## src/rtl/redmule_tcdm_splitter.sv

```systemverilog
// Wide-to-narrow TCDM splitter for the RedMulE HCI data port.
// Fans one DW-bit transaction out to MP 32-bit lanes, tolerates lanes that
// grant in different cycles, buffers per-lane responses and reassembles them
// into one in-order wide response.
//
// Ports:
//   clk, rst_n          clock, asynchronous active-low reset
//   req_i / gnt_o       wide request / wide grant (gnt_o combinational)
//   add_i, wen_i, be_i, data_i   wide request payload (wen_i=1 is a read)
//   r_data_o, r_valid_o wide response (no back-pressure)
//   lane_*_o / lane_*_i per-lane TCDM request and response signals
//   err_o               sticky protocol error (FIFO overflow / stray response)
module redmule_tcdm_splitter #(
  parameter int unsigned DW              = 288,
  parameter int unsigned MP              = DW / 32,
  parameter int unsigned MAX_OUTSTANDING = 4
) (
  input  logic             clk,
  input  logic             rst_n,
  input  logic             req_i,
  output logic             gnt_o,
  input  logic [31:0]      add_i,
  input  logic             wen_i,
  input  logic [DW/8-1:0]  be_i,
  input  logic [DW-1:0]    data_i,
  output logic [DW-1:0]    r_data_o,
  output logic             r_valid_o,
  output logic [MP-1:0]    lane_req_o,
  input  logic [MP-1:0]    lane_gnt_i,
  output logic [MP*32-1:0] lane_add_o,
  output logic [MP-1:0]    lane_wen_o,
  output logic [MP*4-1:0]  lane_be_o,
  output logic [MP*32-1:0] lane_data_o,
  input  logic [MP*32-1:0] lane_r_data_i,
  input  logic [MP-1:0]    lane_r_valid_i,
  output logic             err_o
);

  localparam int unsigned   CW       = $clog2(MAX_OUTSTANDING + 1);
  localparam int unsigned   PW       = (MAX_OUTSTANDING > 1) ? $clog2(MAX_OUTSTANDING) : 1;
  localparam logic [CW-1:0] MAX_CNT  = CW'(MAX_OUTSTANDING);
  localparam logic [PW-1:0] LAST_PTR = PW'(MAX_OUTSTANDING - 1);

  logic [MP-1:0] granted_q;
  logic [CW-1:0] out_q;
  logic          r_valid_q;
  logic [DW-1:0] r_data_q;
  logic          err_q;

  logic [31:0]   fifo_q [MP][MAX_OUTSTANDING];
  logic [PW-1:0] wptr_q [MP];
  logic [PW-1:0] rptr_q [MP];
  logic [CW-1:0] cnt_q  [MP];
  logic [CW-1:0] pend_q [MP];

  logic          can_issue;
  logic [MP-1:0] lane_hs;
  logic [MP-1:0] lane_nz;
  logic [MP-1:0] resp_ok;
  logic [MP-1:0] spurious;
  logic [MP-1:0] overflow;
  logic [MP-1:0] store;
  logic [MP-1:0] avail;
  logic          pop_all;
  logic [DW-1:0] head_data;

  // Request side: each lane is requested until it grants once; the wide grant
  // fires in the cycle the last outstanding lane grants.
  always_comb begin
    can_issue  = out_q < MAX_CNT;
    lane_req_o = {MP{req_i & can_issue}} & ~granted_q;
    lane_hs    = lane_req_o & lane_gnt_i;
    gnt_o      = req_i & can_issue & (&(granted_q | lane_gnt_i));
  end

  always_comb begin
    lane_add_o  = '0;
    lane_be_o   = '0;
    lane_data_o = '0;
    lane_wen_o  = {MP{wen_i}};
    for (int unsigned i = 0; i < MP; i++) begin
      lane_add_o[32*i +: 32]  = add_i + 32'(4 * i);
      lane_be_o[4*i +: 4]     = be_i[4*i +: 4];
      lane_data_o[32*i +: 32] = data_i[32*i +: 32];
    end
  end

  // Response side. An arriving response counts as available in its own cycle
  // and bypasses an empty FIFO, giving one cycle from last lane response to
  // r_valid_o. Responses on a lane with nothing pending are flagged and
  // dropped so the lane FIFOs stay aligned.
  always_comb begin
    pop_all   = 1'b1;
    head_data = '0;
    lane_nz   = '0;
    spurious  = '0;
    resp_ok   = '0;
    avail     = '0;
    overflow  = '0;
    store     = '0;
    for (int unsigned i = 0; i < MP; i++) begin
      lane_nz[i]  = cnt_q[i] != '0;
      spurious[i] = lane_r_valid_i[i] & (pend_q[i] == '0);
      resp_ok[i]  = lane_r_valid_i[i] & ~spurious[i];
      avail[i]    = lane_nz[i] | resp_ok[i];
      if (!avail[i]) pop_all = 1'b0;
      head_data[32*i +: 32] = lane_nz[i] ? fifo_q[i][rptr_q[i]] : lane_r_data_i[32*i +: 32];
    end
    for (int unsigned i = 0; i < MP; i++) begin
      overflow[i] = resp_ok[i] & (cnt_q[i] == MAX_CNT) & ~pop_all;
      store[i]    = resp_ok[i] & ~overflow[i] & ~(pop_all & ~lane_nz[i]);
    end
  end

  always_ff @(posedge clk or negedge rst_n) begin
    if (!rst_n) begin
      granted_q <= '0;
      out_q     <= '0;
      r_valid_q <= 1'b0;
      r_data_q  <= '0;
      err_q     <= 1'b0;
    end else begin
      granted_q <= gnt_o ? '0 : (granted_q | lane_hs);
      if (gnt_o && !r_valid_q)      out_q <= out_q + CW'(1);
      else if (!gnt_o && r_valid_q) out_q <= out_q - CW'(1);
      r_valid_q <= pop_all;
      if (pop_all) r_data_q <= head_data;
      if ((|spurious) || (|overflow)) err_q <= 1'b1;
    end
  end

  always_ff @(posedge clk or negedge rst_n) begin
    if (!rst_n) begin
      for (int unsigned i = 0; i < MP; i++) begin
        wptr_q[i] <= '0;
        rptr_q[i] <= '0;
        cnt_q[i]  <= '0;
        pend_q[i] <= '0;
        for (int unsigned j = 0; j < MAX_OUTSTANDING; j++) fifo_q[i][j] <= '0;
      end
    end else begin
      for (int unsigned i = 0; i < MP; i++) begin
        if (store[i]) begin
          fifo_q[i][wptr_q[i]] <= lane_r_data_i[32*i +: 32];
          wptr_q[i] <= (wptr_q[i] == LAST_PTR) ? '0 : wptr_q[i] + PW'(1);
        end
        if (pop_all && lane_nz[i])
          rptr_q[i] <= (rptr_q[i] == LAST_PTR) ? '0 : rptr_q[i] + PW'(1);
        case ({store[i], pop_all & lane_nz[i]})
          2'b10:   cnt_q[i] <= cnt_q[i] + CW'(1);
          2'b01:   cnt_q[i] <= cnt_q[i] - CW'(1);
          default: ;
        endcase
        // Lane grants not yet answered by that lane.
        case ({lane_hs[i], resp_ok[i]})
          2'b10:   pend_q[i] <= pend_q[i] + CW'(1);
          2'b01:   pend_q[i] <= pend_q[i] - CW'(1);
          default: ;
        endcase
      end
    end
  end

  assign r_valid_o = r_valid_q;
  assign r_data_o  = r_data_q;
  assign err_o     = err_q;

endmodule

```

## config.mk

```make
export PLATFORM = sky130hd
export DESIGN_NAME = redmule_tcdm_splitter
export DESIGN_NICKNAME = d
export VERILOG_FILES = /design/src/rtl/redmule_tcdm_splitter.sv
export SDC_FILE = /design/constraint.sdc
export NUM_CORES = 2
export LEC_CHECK = 0
export CAP_MARGIN = 10
export CORE_AREA = 5 5 608 610
export CTS_CLUSTER_SIZE = 28
export DETAILED_ROUTE_END_ITERATION = 10
export DIE_AREA = 0 0 613 615
export PLACE_DENSITY = 0.41
export SLEW_MARGIN = 20
export SYNTH_ARGS = -nofsm -noshare
export SYNTH_HDL_FRONTEND = slang
export SYNTH_SLANG_ARGS = --single-unit
```

## constraint.sdc

```tcl
create_clock -name clk -period 3.8 [get_ports clk]
set_input_delay 0.57 -clock clk [delete_from_list [all_inputs] [get_ports clk]]
set_output_delay 0.57 -clock clk [all_outputs]
set_load 0.1 [all_outputs]
```

Word-level counts from Yosys, hierarchy flattened
Index checks and enable logic that the tools add are counted.
{"block": "totals", "inputBits": 666, "reg_bits": 1544}
{"block": "classes", "addsub": 64, "n_lt_le_gt_ge": 28, "bitwise": 143, "reduce_logical": 63, "n_eq_ne": 63, "n_mux": 111}
{"cell": "128-bit bitwise mux", "count": 9}
{"cell": "32-bit two-way mux", "count": 36}
{"cell": "32-bit binary-select mux with 2-bit select", "count": 9}
{"cell": "32-bit demux with 2-bit select", "count": 9}
{"cell": "32-bit by 5-bit adder with 32-bit output, second input constant", "count": 4}
{"cell": "3-bit case mux with 2 select lines", "count": 18}
{"cell": "1-bit AND", "count": 74}
{"cell": "2-bit == test, second input constant", "count": 36}
{"cell": "32-bit by 4-bit adder with 32-bit output, second input constant", "count": 2}
{"cell": "3-bit by 1-bit adder with 3-bit output, second input constant", "count": 19}
{"cell": "3-bit by 1-bit subtractor with 3-bit output, second input constant", "count": 19}
{"cell": "3-bit >= comparator, second input constant", "count": 18}
{"cell": "2-bit inverter with 3-bit output", "count": 18}
{"cell": "2-bit nonzero test", "count": 19}
{"cell": "1-bit inverter", "count": 37}
{"cell": "2-bit by 1-bit adder with 2-bit output, second input constant", "count": 18}
{"cell": "2-bit by 1-bit == test with 1-bit output, second input constant", "count": 18}
{"cell": "2-bit two-way mux", "count": 18}
{"cell": "32-bit by 3-bit adder with 32-bit output, second input constant", "count": 1}
{"cell": "32-bit by 6-bit adder with 32-bit output, second input constant", "count": 1}
{"cell": "3-bit == test, second input constant", "count": 9}
{"cell": "3-bit zero test", "count": 9}
{"cell": "3-bit by 1-bit < comparator with 1-bit output, second input constant", "count": 9}
{"cell": "3-bit nonzero test", "count": 9}
{"cell": "13 further kinds", "count": 53}

Logic depth before layout (Yosys ltp)
{"block": "logic_depth", "depth_word": 21, "depth_mapped": 14, "depth_no_buf": 12}

Worst setup path after synthesis
OpenSTA, ideal clock, no wires.
{"block": "synth_path", "kind": "input-to-output", "start": "input add_i[2]", "end": "output lane_add_o[228]", "t_required_ns": 3.230, "path_slack_ns": -1.337, "path_stages": 6, "t_arrival_ns": 4.567, "path_cell_list": "clkbuf_1 > inv_1 > ha_1 > clkbuf_1 > xnor2_1 > inv_1"}
{"block": "synth_between", "elab_chain_cells": 1}
{"element": "start, declared", "line": "22", "rtl": "input logic [31:0] add_i,"}
{"element": "32-bit by 5-bit adder with 32-bit output", "line": "82", "rtl": "lane_add_o[32*i +: 32] = add_i + 32'(4 * i);"}
{"element": "end, declared", "line": "30", "rtl": "output logic [MP*32-1:0] lane_add_o,"}
No other way between the ends.

Worst setup path after layout
{"block": "layout_path", "start": "input add_i[3]", "end": "output lane_add_o[126]"}
{"block": "layout_between", "elab_chain_cells": 1}
{"element": "32-bit by 4-bit adder with 32-bit output", "line": "82"}
No other way between the ends.

==> results.md <==
Yosys:
- Yosys printed 0 warnings.
- After synthesis, the mean cell area works out to 13.6 µm².
- The share of synthesized area in the top cell type comes to 51.2%.
- Yosys mapped a number of flops with a built-in enable equal to 0.
- The net count after synthesis is 6321.
- By area the synthesized netlist is led by dfrtp_1, mux2_1, mux4_2, buf_4, mux2i_1.
- The synthesized netlist cell count is 5562.
- The cell taking the most area after synthesis is dfrtp_1.
- The unique cell type count in the Yosys netlist is 53.
- The post-synthesis register bit count is 1544.
- The cell area that synthesis handed to floorplanning was 0.0755 mm².
- Sorting the synthesized cells by how often they occur yields dfrtp_1, mux2_1, nand2_1.
- In the post-synthesis netlist, the cell with the most instances is dfrtp_1.
- The fraction of registers with async set/reset is 100%.
- The most instantiated flip-flop cell in the synthesis netlist is dfrtp_1.
- Sequential cells were found to cover 51.2% of the synthesized design area.

Die:
- The die outline width is 613 µm.
- Row generation in the floorplan step produced 222 rows.
- The starting density of the core is 20.8%.
- In this run the standard cell core region covers 0.364 mm².
- Measured along the y axis, the die boundary spans 615 µm.
- The I/O pin total is 1587.
- The floorplan step defined a die boundary enclosing 0.377 mm².

Global route:
- The first-pass GRT wire length is 472000 µm.
- The fraction of met2 tracks used by global routing is 31.7%.
- After global routing, the most crowded layer is met2.
- The met3 track demand over resource in global routing is 11.4%.
- The met1 track demand over resource is 16.4%.
- The maximum number of pins on one net before global-route repair is 177.
- The number of antenna violations at the first check in global routing is 94.
- The number of global-route vias before repair is 52224.
- The global-route usage over all layers is 17.9%.
- The total global routing overflow is 0.

Timing:
- The worst relative slew slack is 22.1%.
- Subtracting the final worst setup slack from the clock period gives 3.70 ns.
- For the pin with the worst max-slew slack, the measured transition is 1.16 ns.
- The final-report hold violation count was 0.
- Setup repair after global routing left no endpoint under its margin.
- The count of final max-slew check failures is 0.
- The final critical path takes up 97.3% of the cycle.
- The total setup violations reported at the end of the flow is 0.
- The tightest hold path in the finished design has a slack of 0.328 ns.
- Clock skew on the completed layout was measured at 0.0940 ns.
- The maximum achievable frequency is 270 MHz.

Clocking:
- At the later pin of the worst-skew pair, clock insertion delay measures 0.86 ns.
- The buffer depth of the longest clock path is 4.
- The number of post-CTS setup repair buffers is 0.
- The tree is rooted in a clkbuf_16.
- The CTS tree is done.
- The clock sink count is 1544.
- The clock-pin slew of the registers on the worst-case setup and hold paths is 0.06 ns.
- The H-tree level count is 4.
- The number of clock buffers inserted by TritonCTS is 183.

Setup path:
- STA puts the critical path data required time at 3.23 ns.
- STA classifies the critical path startpoint as a primary input.
- Setup slack on the worst reg-to-reg path comes out at 0.51 ns.
- The critical-path maximum fanout is 9.
- Traced cell by cell, the critical path runs through clkdlybuf4s50_1 > clkinvlp_4 > ha_4 > buf_4 > nor2_1 > nand3_1 > nor2_1 > buf_4 > nand2_1 > xnor2_4 > buf_12.
- Data arrives at the worst endpoint at 3.13 ns.
- The critical path in this run is classified as primary input to output pin.
- The largest incremental delay on the critical path is 0.65 ns.
- The cell depth of the worst flop-to-flop path is 12.
- The category of the worst setup path capture point is an output pin.
- The beginning of the worst register-to-register path is pend_q[18]$_DFFE_PN0P_.
- The master of the slowest instance on the critical path is clkdlybuf4s50_1.
- The endpoint identified for the worst register-to-register timing path is cnt_q[8]$_DFFE_PN0P_.

Finish:
- In the final layout, the share of cells above drive strength 1 is 24.2%.
- For this run, the post-layout net count is 7117.
- The filler cell count in the final layout is 37149.
- Relative to the synthesized area, the layout overhead comes to 33.2%.

Detailed routing:
- The residual DRC count is 0.
- The detail route stage leaves a number of antenna-violating nets equal to 0.
- The routed layout has 48202 vias.
- The post-detailed-routing wire length is 346000 µm.
- In this run, the number of DRC markers left after iteration 0 of detailed routing was 2090.
- After detailed routing, the number of vias per cell comes to 4.26.
- The routed length per instance is 30.6 µm.
- The number of optimization iterations in the first detailed-route pass is 5.

Place:
- The weighted congestion reported at the end of routability-driven placement is 0.948.
- The post-DP HPWL is 275000 µm.
- The number of buffers inserted by port buffering is 908.

Power:
- IR analysis of the VDD net gives a maximum drop of 1150 µV.
- The total power is 99.0 mW.
- The analysis attributes to cell leakage a power of 42.5 nW.
- Dividing total power by cell area gives a power density of 984 mW/mm².

Outcome:
- The run finished with clean final reports.

Run:
- The number of max-capacitance violations reported is 0.

Worst hold path:
- The path class of the tightest hold or removal check is primary input to asynchronous set/reset pin.
-- stage by stage --
stage	TNS, ns	cell area (µm²)	setup slack, ns	util [%]	cells
floorplan	-18.59	77100	-0.572	-	5562
global placement	-1.10	94500	-0.334	26.0	10988
detailed placement	-1.14	94500	-0.263	26.0	10988
CTS	0	100000	0.0252	27.6	11305
global route	0	101000	0.0247	27.6	11318
finish	0	101000	0.103	27.6	11328
-- sequential cells by signal (all words and copies together) (netlist names) --
signal     count
rptr_q        18
fifo_q      1152
out_q          3
wptr_q        18
r_valid_o      1
err_o          1
pend_q        27
cnt_q         27
r_data_o     288
granted_q      9
-- worst max-delay path by stage --
stage                  start         endpoint  slack [ns]  depth (start not counted)
global route        add_i[5]  lane_add_o[191]        0.02                         12
floorplan           add_i[5]  lane_add_o[276]       -0.57                          6
detailed placement  add_i[9]  lane_add_o[272]       -0.26                          9
finish              add_i[3]  lane_add_o[126]        0.10                         11
CTS                 add_i[9]  lane_add_o[272]        0.03                          9
global placement    add_i[9]  lane_add_o[272]       -0.33                          9
-- cells by family after synthesis --
logic type,share of synthesized area [%]
xor gates and xnor gates,3.15
adders and majority gates,1.73
DFF,51.2
and+or+nand+nor,5.02
muxes,30.3
buffers and inverters,6.31
AOI/OAI and AO/OA,2.29
-- critical path: cells and delay by family --
family,cells,cell delay (ns)
xor gates and xnor gates,1,0.19
adders and majority gates,1,0.22
buffers and inverters,5,1.48
and+or+nand+nor,4,0.65
-- layer usage --
layer,vias to the layer above,part of all wire [%]
met5,-,0.18
met4,24,4.2
met3,481,14
met2,1830,50
met1,25029,31
li1,20838,-
-- cell type report --
cell class	count	area (µm²)	share of cell area, %
Antenna cell	23	57.6	0.0572
Clock buffer	273	5470	5.44
Clock inverter	43	513	0.510
Inverter	87	339	0.337
Multi-Input combinational cell	3205	33800	33.6
Sequential cell	1544	38700	38.4
Tap cell	4816	6030	5.99
Timing Repair Buffer	1337	15700	15.6
-- report_power, final --
part	switching [mW]	internal, mW
sequential	5.77	25.2
combinational	30.4	19.7
clock	7.22	10.6
-- placed cells by master, fill, tap and decap left out, drive strengths merged, types with 36 or more instances in the layout --
cell type,Yosys,final
o21ai,293,293
nand2,421,421
clkbuf,144,274
nor3,36,36
clkdlybuf4s50,0,579
dfrtp,1544,1544
buf,582,756
mux2,1189,1189
inv,87,90
ha,74,74
xnor2,152,152
xor2,120,120
nand4,56,56
mux4,288,288
mux2i,303,303
nor2,131,131
-- timing repair --
action                                  in CTS  in global routing
hold buffers                                 1                  0
gates resized for setup                      4                  8
hold endpoints to repair                    45                  0
endpoints found under the setup margin      20                 10
Power figures use the tool's default switching activity.
